`src/rtl/traffic_ctrl_np_if.sv`:
```
// Shared definitions and the signal bundle of the N-phase traffic-light controller.
//
// traffic_ctrl_np_pkg
//   color_e : lamp code driven per phase (RED, GREEN, YELLOW, FLASH).
//   state_e : controller state, exported for observation.
//
// traffic_ctrl_np_if #(NUM_PHASES)
//   sensor_i   : vehicle present, one bit per phase, bit 0 = main road.
//   lights_o   : lamp code per phase, phase i at bits [2i+1:2i].
//   phase_id_o : phase currently owning green, yellow or clearance.
//   preempt_i  : emergency preemption request (only with TRAFFIC_PREEMPT_EN).
//   modport slave  : controller side.
//   modport master : sensor / supervisor side.
//
// There is no valid/ready handshake on this bundle. Every signal is a level,
// sampled by the controller on each rising clock edge; outputs are registered
// and change only on prescaler ticks.
//
// Optional feature macro: TRAFFIC_PREEMPT_EN adds preempt_i.

package traffic_ctrl_np_pkg;
    typedef enum logic [1:0] {
        RED    = 2'd0,
        GREEN  = 2'd1,
        YELLOW = 2'd2,
        FLASH  = 2'd3
    } color_e;

    typedef enum logic [2:0] {
        ST_FLASH   = 3'd0,
        ST_STARTUP = 3'd1,
        ST_GREEN   = 3'd2,
        ST_YELLOW  = 3'd3,
        ST_ALL_RED = 3'd4
    } state_e;
endpackage

interface traffic_ctrl_np_if #(
    parameter int NUM_PHASES = 3
) ();
    logic [NUM_PHASES-1:0]         sensor_i;
    logic [2*NUM_PHASES-1:0]       lights_o;
    logic [$clog2(NUM_PHASES)-1:0] phase_id_o;
`ifdef TRAFFIC_PREEMPT_EN
    logic                          preempt_i;

    modport slave  (input sensor_i, preempt_i, output lights_o, phase_id_o);
    modport master (output sensor_i, preempt_i, input lights_o, phase_id_o);
`else
    modport slave  (input sensor_i, output lights_o, phase_id_o);
    modport master (output sensor_i, input lights_o, phase_id_o);
`endif
endinterface

```
`src/rtl/traffic_ctrl_np.sv`:
```
// N-phase traffic-light controller.
//
// Phase 0 is the main road and rests in green. Side phases 1..NUM_PHASES-1
// are served on latched sensor demand in round-robin order, each followed by
// a return to main. All durations are in ticks produced by a prescaler.
//
// Ports
//   clk_i   : system clock.
//   rst_ni  : asynchronous active-low reset (all lamps FLASH while low).
//   bus     : traffic_ctrl_np_if.slave (sensor_i, lights_o, phase_id_o,
//             and preempt_i when TRAFFIC_PREEMPT_EN is defined).
//   state_o : current controller state, for observation.
//
// Optional feature macro: TRAFFIC_PREEMPT_EN (emergency preemption to main).

module traffic_ctrl_np
    import traffic_ctrl_np_pkg::*;
#(
    parameter int NUM_PHASES   = 3,
    parameter int TICK_DIV     = 1,
    parameter int MAIN_GREEN_T = 45,
    parameter int SIDE_GREEN_T = 15,
    parameter int YELLOW_T     = 5,
    parameter int ALL_RED_T    = 1
) (
    input  logic             clk_i,
    input  logic             rst_ni,
    traffic_ctrl_np_if.slave bus,
    output state_e           state_o
);
    localparam int PIW   = $clog2(NUM_PHASES);
    localparam int LW    = 2 * NUM_PHASES;
    localparam int MAX_A = (MAIN_GREEN_T > SIDE_GREEN_T) ? MAIN_GREEN_T : SIDE_GREEN_T;
    localparam int MAX_B = (YELLOW_T > ALL_RED_T) ? YELLOW_T : ALL_RED_T;
    localparam int MAX_T = (MAX_A > MAX_B) ? MAX_A : MAX_B;
    localparam int TW    = $clog2(MAX_T) + 1;
    localparam int PW    = (TICK_DIV > 1) ? $clog2(TICK_DIV) : 1;

    localparam logic [PW-1:0] CNT_LAST  = PW'(TICK_DIV - 1);
    // A state ends on the tick where the timer has already counted DUR-1 ticks.
    localparam logic [TW-1:0] MAIN_LAST = TW'(MAIN_GREEN_T - 1);
    localparam logic [TW-1:0] SIDE_LAST = TW'(SIDE_GREEN_T - 1);
    localparam logic [TW-1:0] YEL_LAST  = TW'(YELLOW_T - 1);
    localparam logic [TW-1:0] AR_LAST   = TW'(ALL_RED_T - 1);

    logic [PW-1:0]         cnt_q, cnt_d;
    state_e                state_q, state_d;
    logic [PIW-1:0]        phase_q, phase_d;
    logic [TW-1:0]         timer_q, timer_d;
    logic [PIW-1:0]        rr_q, rr_d;
    logic [NUM_PHASES-1:0] latch_q, latch_d;
    logic [LW-1:0]         lights_q, lights_d;

    logic                  tick;
    logic                  preempt;
    logic                  go_green;
    logic                  found;
    logic [PIW-1:0]        found_idx;
    logic [PIW:0]          sum;
    logic [NUM_PHASES-1:0] clr;

`ifdef TRAFFIC_PREEMPT_EN
    assign preempt = bus.preempt_i;
`else
    assign preempt = 1'b0;
`endif

    assign tick  = (cnt_q == CNT_LAST);
    assign cnt_d = tick ? '0 : cnt_q + 1'b1;

    function automatic logic [LW-1:0] lamps(input state_e st, input logic [PIW-1:0] ph);
        logic [LW-1:0] v;
        v = '0;
        for (int i = 0; i < NUM_PHASES; i++) begin
            if (st == ST_FLASH)                          v[2*i +: 2] = FLASH;
            else if (st == ST_GREEN  && ph == PIW'(i))   v[2*i +: 2] = GREEN;
            else if (st == ST_YELLOW && ph == PIW'(i))   v[2*i +: 2] = YELLOW;
            else                                         v[2*i +: 2] = RED;
        end
        return v;
    endfunction

    // First latched side phase at or above the pointer, wrapping within 1..N-1.
    always_comb begin
        found     = 1'b0;
        found_idx = '0;
        sum       = '0;
        for (int k = 0; k < NUM_PHASES - 1; k++) begin
            sum = {1'b0, rr_q} + (PIW+1)'(k);
            if (sum >= (PIW+1)'(NUM_PHASES)) sum = sum - (PIW+1)'(NUM_PHASES - 1);
            if (!found && latch_q[sum[PIW-1:0]]) begin
                found     = 1'b1;
                found_idx = sum[PIW-1:0];
            end
        end
    end

    always_comb begin
        state_d  = state_q;
        phase_d  = phase_q;
        timer_d  = timer_q;
        rr_d     = rr_q;
        go_green = 1'b0;
        if (tick) begin
            if (timer_q != '1) timer_d = timer_q + 1'b1;
            case (state_q)
                ST_FLASH: begin
                    state_d = ST_STARTUP;
                    phase_d = '0;
                    timer_d = '0;
                end
                ST_STARTUP: begin
                    if (timer_q >= AR_LAST) begin
                        state_d  = ST_GREEN;
                        phase_d  = '0;
                        timer_d  = '0;
                        go_green = 1'b1;
                    end
                end
                ST_GREEN: begin
                    if (phase_q == '0) begin
                        // Main has no upper limit; it yields only to latched demand.
                        if (!preempt && timer_q >= MAIN_LAST && |latch_q) begin
                            state_d = ST_YELLOW;
                            timer_d = '0;
                        end
                    end else if (preempt || timer_q >= SIDE_LAST) begin
                        state_d = ST_YELLOW;
                        timer_d = '0;
                    end
                end
                ST_YELLOW: begin
                    if (timer_q >= YEL_LAST) begin
                        state_d = ST_ALL_RED;
                        timer_d = '0;
                    end
                end
                ST_ALL_RED: begin
                    if (timer_q >= AR_LAST) begin
                        state_d  = ST_GREEN;
                        timer_d  = '0;
                        go_green = 1'b1;
                        phase_d  = '0;
                        if (phase_q == '0 && found) begin
                            phase_d = found_idx;
                            rr_d    = (found_idx == PIW'(NUM_PHASES - 1)) ? PIW'(1)
                                                                          : found_idx + 1'b1;
                        end
                    end
                end
                default: begin
                    state_d = ST_FLASH;
                    timer_d = '0;
                end
            endcase
        end
    end

    // Set wins over clear, so a sensor still high at green entry re-requests.
    always_comb begin
        clr = '0;
        for (int i = 0; i < NUM_PHASES; i++) begin
            clr[i] = go_green && (phase_d == PIW'(i));
        end
        latch_d    = (latch_q & ~clr) | bus.sensor_i;
        latch_d[0] = 1'b0;
        lights_d   = lamps(state_d, phase_d);
    end

    always_ff @(posedge clk_i or negedge rst_ni) begin
        if (!rst_ni) begin
            cnt_q    <= '0;
            state_q  <= ST_FLASH;
            phase_q  <= '0;
            timer_q  <= '0;
            rr_q     <= PIW'(1);
            latch_q  <= '0;
            lights_q <= {NUM_PHASES{FLASH}};
        end else begin
            cnt_q    <= cnt_d;
            state_q  <= state_d;
            phase_q  <= phase_d;
            timer_q  <= timer_d;
            rr_q     <= rr_d;
            latch_q  <= latch_d;
            lights_q <= lights_d;
        end
    end

    assign bus.lights_o   = lights_q;
    assign bus.phase_id_o = phase_q;
    assign state_o        = state_q;

endmodule

```
`src/flat_wrapper.sv`:
```
// flat-port wrapper written by rule: the top's interface ports become plain ports
module traffic_ctrl_np_flat import traffic_ctrl_np_pkg::*;
#(
    parameter int NUM_PHASES   = 3,
    parameter int TICK_DIV     = 1,
    parameter int MAIN_GREEN_T = 45,
    parameter int SIDE_GREEN_T = 15,
    parameter int YELLOW_T     = 5,
    parameter int ALL_RED_T    = 1
)
  (clk_i, rst_ni, state_o, bus_sensor_i, bus_lights_o, bus_phase_id_o);
  traffic_ctrl_np_if #(.NUM_PHASES(NUM_PHASES)) bus_i ();
  input  logic clk_i;
  input  logic rst_ni;
  output state_e state_o;
  input wire logic [$bits(bus_i.sensor_i)-1:0] bus_sensor_i;
  output wire logic [$bits(bus_i.lights_o)-1:0] bus_lights_o;
  output wire logic [$bits(bus_i.phase_id_o)-1:0] bus_phase_id_o;
  assign bus_i.sensor_i = bus_sensor_i;
  assign bus_lights_o = bus_i.lights_o;
  assign bus_phase_id_o = bus_i.phase_id_o;
  traffic_ctrl_np #(.NUM_PHASES(NUM_PHASES), .TICK_DIV(TICK_DIV), .MAIN_GREEN_T(MAIN_GREEN_T), .SIDE_GREEN_T(SIDE_GREEN_T), .YELLOW_T(YELLOW_T), .ALL_RED_T(ALL_RED_T)) u_core (.clk_i(clk_i), .rst_ni(rst_ni), .bus(bus_i), .state_o(state_o));
endmodule
```
`config.mk`:
```
export PLATFORM = sky130hd
export DESIGN_NAME = traffic_ctrl_np_flat
export DESIGN_NICKNAME = d
export VERILOG_FILES = /design/src/rtl/traffic_ctrl_np_if.sv /design/src/rtl/traffic_ctrl_np.sv /design/src/flat_wrapper.sv
export SDC_FILE = /design/constraint.sdc
export NUM_CORES = 1
export LEC_CHECK = 0
export ABC_AREA = 1
export CAP_MARGIN = 20
export CELL_PAD_IN_SITES_DETAIL_PLACEMENT = 1
export CELL_PAD_IN_SITES_GLOBAL_PLACEMENT = 1
export CORE_ASPECT_RATIO = 1.25
export CORE_UTILIZATION = 35
export CTS_CLUSTER_SIZE = 24
export DETAILED_ROUTE_END_ITERATION = 6
export PLACE_DENSITY = 0.81
export SYNTH_ARGS = -nofsm -noshare
export SYNTH_HDL_FRONTEND = slang
export SYNTH_SLANG_ARGS = --single-unit
export TNS_END_PERCENT = 10
```
`constraint.sdc`:
```
create_clock -name clk_i -period 1.2 [get_ports clk_i]
set_input_delay 0.24 -clock clk_i [delete_from_list [all_inputs] [get_ports clk_i]]
set_output_delay 0.24 -clock clk_i [all_outputs]
set_load 0.01 [all_outputs]
```
==> metrics.txt <==
R2R Setup Slk=-0.32 ns; synthesized cell area=1150 um2; NetSw=267 uW; H-Tree Depth=1; initial antenna violation count=0; core box area=between 3000 and 4000 um2; cell mode on critical path=nor2_4; first-pass GRT wire length=6180 um; Clock Pin Slew Worst Setup and Hold Paths=0.15 ns; Clock Power Share=43.1%; TritonCTS clock tree=done; failing checks=setup timing; layout cell share with drive strength beyond 1=between 50% and 60%; Root Driver=clkbuf_4; largest net degree at the start of global routing=23; Critical Path Start Type=register; Syn Nets=145; via count=1164; outcome=finished with violations; crit-path max cell delay=approximately 0.45 ns; GR Overflow Total=0; Max transition margin=a little over four fifths; clock tree buffer depth=2; I/O pins=16; area delta synth->final=56.3%; CTS Buf Count=3; post-synthesis sequential area ratio=between 40% and 50%; vias in the first global route=1286; ANT cells=0; YS warnings=0; CP Class=register to register; RSZ-0062 raised after global routing=true; syn_area_per_cell=8.31 um2; Netlist cell types=24; Cell Chain, Critical Path=buf_6 > nor2_4 > nand2_2 > nor2_4 > nand3_4 > a21oi_2 > nand3_1 > nand2_1; die width=53.2 um; port bufs=14; VDD IR-drop max=0.000645 V; Max Cap Violations=0; slew at the pin closest to its max-slew limit=0.243 ns; HP Class=input port to async pin; min cycle time layout=about 1.5 ns; Power Internal=1100 uW; final hold violation count=0; P per Cell Area=760 nW/um2; most common cell after layout, fill and taps aside=buf_4; period utilization=126%; per-cell routed wire length=18.3 um; Setup Skew=approximately 0.019 ns; WL final=a little over 4000 um; clk sinks=22; 1st-pass router iterations=4; pre-CTS setup slack=-0.158 ns; Final HPWL DP=approximately 2300 um; Placed Area=1500 um2; routability cong.=between 0.7 and 0.8; fillers=355; CP required=1.48 ns; Yosys top cell area share=32.7%; Yosys top cell by area=dfrtp_1; Skew-Pair Late Insertion Delay=0.32 ns; Max stage delay cell, worst path=dfrtp_2; commonest cells after routing, fill and taps aside=buf_4 (29), nand2_1 (22), nand3_1 (14); Max Slew Vio Count=0; Final Setup Violations=29; DR DRC count=0; critical path endpoint category=register; Gate Count Post-Synth=138; Die Y=66.0 um; row count=22; P_leak=0.000864 uW; DRT antenna net count=0; Nets=197; switching part of the total=between 15 and 20%; DRT iter0 DRCs=16; FMAX=659 MHz; Vias/cell=5.17; Reg power frac=54.5%; largest cells by area after synthesis=dfrtp_1 (33%), dfstp_2 (16%), nand2_1 (8.8%); die area=3510 um2; final instance area=1790 um2; CP max FO=4; global-route usage over all layers=25.4%; combinational fraction of design power=2.4%; Arr. time, crit path=roughly 1.8 ns; number of synthesized register bits=22; PnR worst setup slack=-0.317 ns; Initial Util=a little under two fifths
[power groups by stage]
stage               Combinational (uW)  Clock [uW]  Sequential (uW)
floorplan                        0.574           0              756
global route                      36.2         615              743
global placement                  33.1           0              756
finish                            33.1         587              743
CTS                               33.9         588              743
detailed placement                33.7           0              756
[critical path: cells and delay by family (launching register included)]
kind                   cells  cell delay (ns)
and+or+nand+nor            6             0.69
DFF                        1             0.45
AOI/OAI and AO/OA          1             0.17
buffers and inverters      1             0.14
[synth_stat cells]
cell type  count
nand2_1       27
nand3_1       19
nor2_1        17
dfrtp_1       15
inv_1         15
a21oi_1        8
dfstp_2        7
nand2_2        5
nor2_4         4
o21ai_0        4
ha_1           2
inv_2          2
nor2_2         2
a21o_1         1
a21oi_2        1
clkinv_1       1
nand2_4        1
nand3_2        1
nand4_2        1
nor3_1         1
o21ai_2        1
o21bai_1       1
or2_1          1
xor2_1         1
[path summary, 6_finish.rpt]
| kind | start | end | cells after the start |
|---|---|---|---|
| min reg2reg | u_core.rr_q[0] | u_core.rr_q[0] | 2 |
| min | rst_ni | u_core.state_o[0] | 2 |
| max in group asynchronous | rst_ni | u_core.rr_q[0] | 2 |
| min in group clk_i | u_core.rr_q[0] | u_core.rr_q[0] | 2 |
| max | u_core.state_o[0] | u_core.bus.lights_o[5] | 8 |
| max reg2reg | u_core.state_o[0] | u_core.bus.lights_o[5] | 8 |
[metal layers]
metal / share of wire [%] / global-route usage, % / vias to the layer above
li1: - / - / 540
met1: 36 / 25.3 / 584
met2: 57 / 49.5 / 28
met3: 3.3 / 4.83 / 12
met4: 3.0 / 8.55 / 0
met5: 0 / 0 / -
[layout make-up]
class                   instances  area [um2]  area share [%]
multi-input cells              98         654            36.5
flip-flops and latches         22         563            31.4
repair buffers                 47         407            22.7
inverters                      18        71.3            3.98
well taps                      36        45.0            2.51
clock inverters                 1        30.0            1.67
clock buffers                   3        22.5            1.26
[repair_timing]
item	in CTS	in global routing
gates resized for setup	65	20
pin swaps	13	8
hold buffers	0	0
setup endpoints to repair	30	32
buffers inserted	10	4
[state kept, by name (all words and copies together) (netlist names)]
register,count
u_core.bus.lights_o,6
u_core.bus.phase_id_o,2
u_core.latch_q,2
u_core.rr_q,2
u_core.state_o,3
u_core.timer_q,7
[kinds of logic after synthesis]
| group | share of synthesized area (%) |
|---|---|
| xor+xnor | 0.763 |
| fa+ha+maj | 2.18 |
| buf+inv | 5.89 |
| flops | 48.7 |
| simple gates | 34.4 |
| compound gates | 8.07 |
[through the flow]
| step | util, % | setup TNS, ns | hold slack [ns] | cells | total power [uW] |
|---|---|---|---|---|---|
| 2_1_floorplan | - | -0.0114 | -0.0556 | 138 | 756 |
| 3_3_place_gp | 49.5 | -1.46 | 0.457 | 207 | 789 |
| 3_5_place_dp | 49.5 | -2.50 | 0.473 | 207 | 789 |
| 4_1_cts | 55.9 | -3.61 | 0.256 | 221 | 1360 |
| 5_1_grt | 59.2 | -5.50 | 0.251 | 225 | 1390 |
| 6_report | 59.2 | -4.40 | 0.241 | 225 | 1360 |
Power figures use the tool's default switching activity.
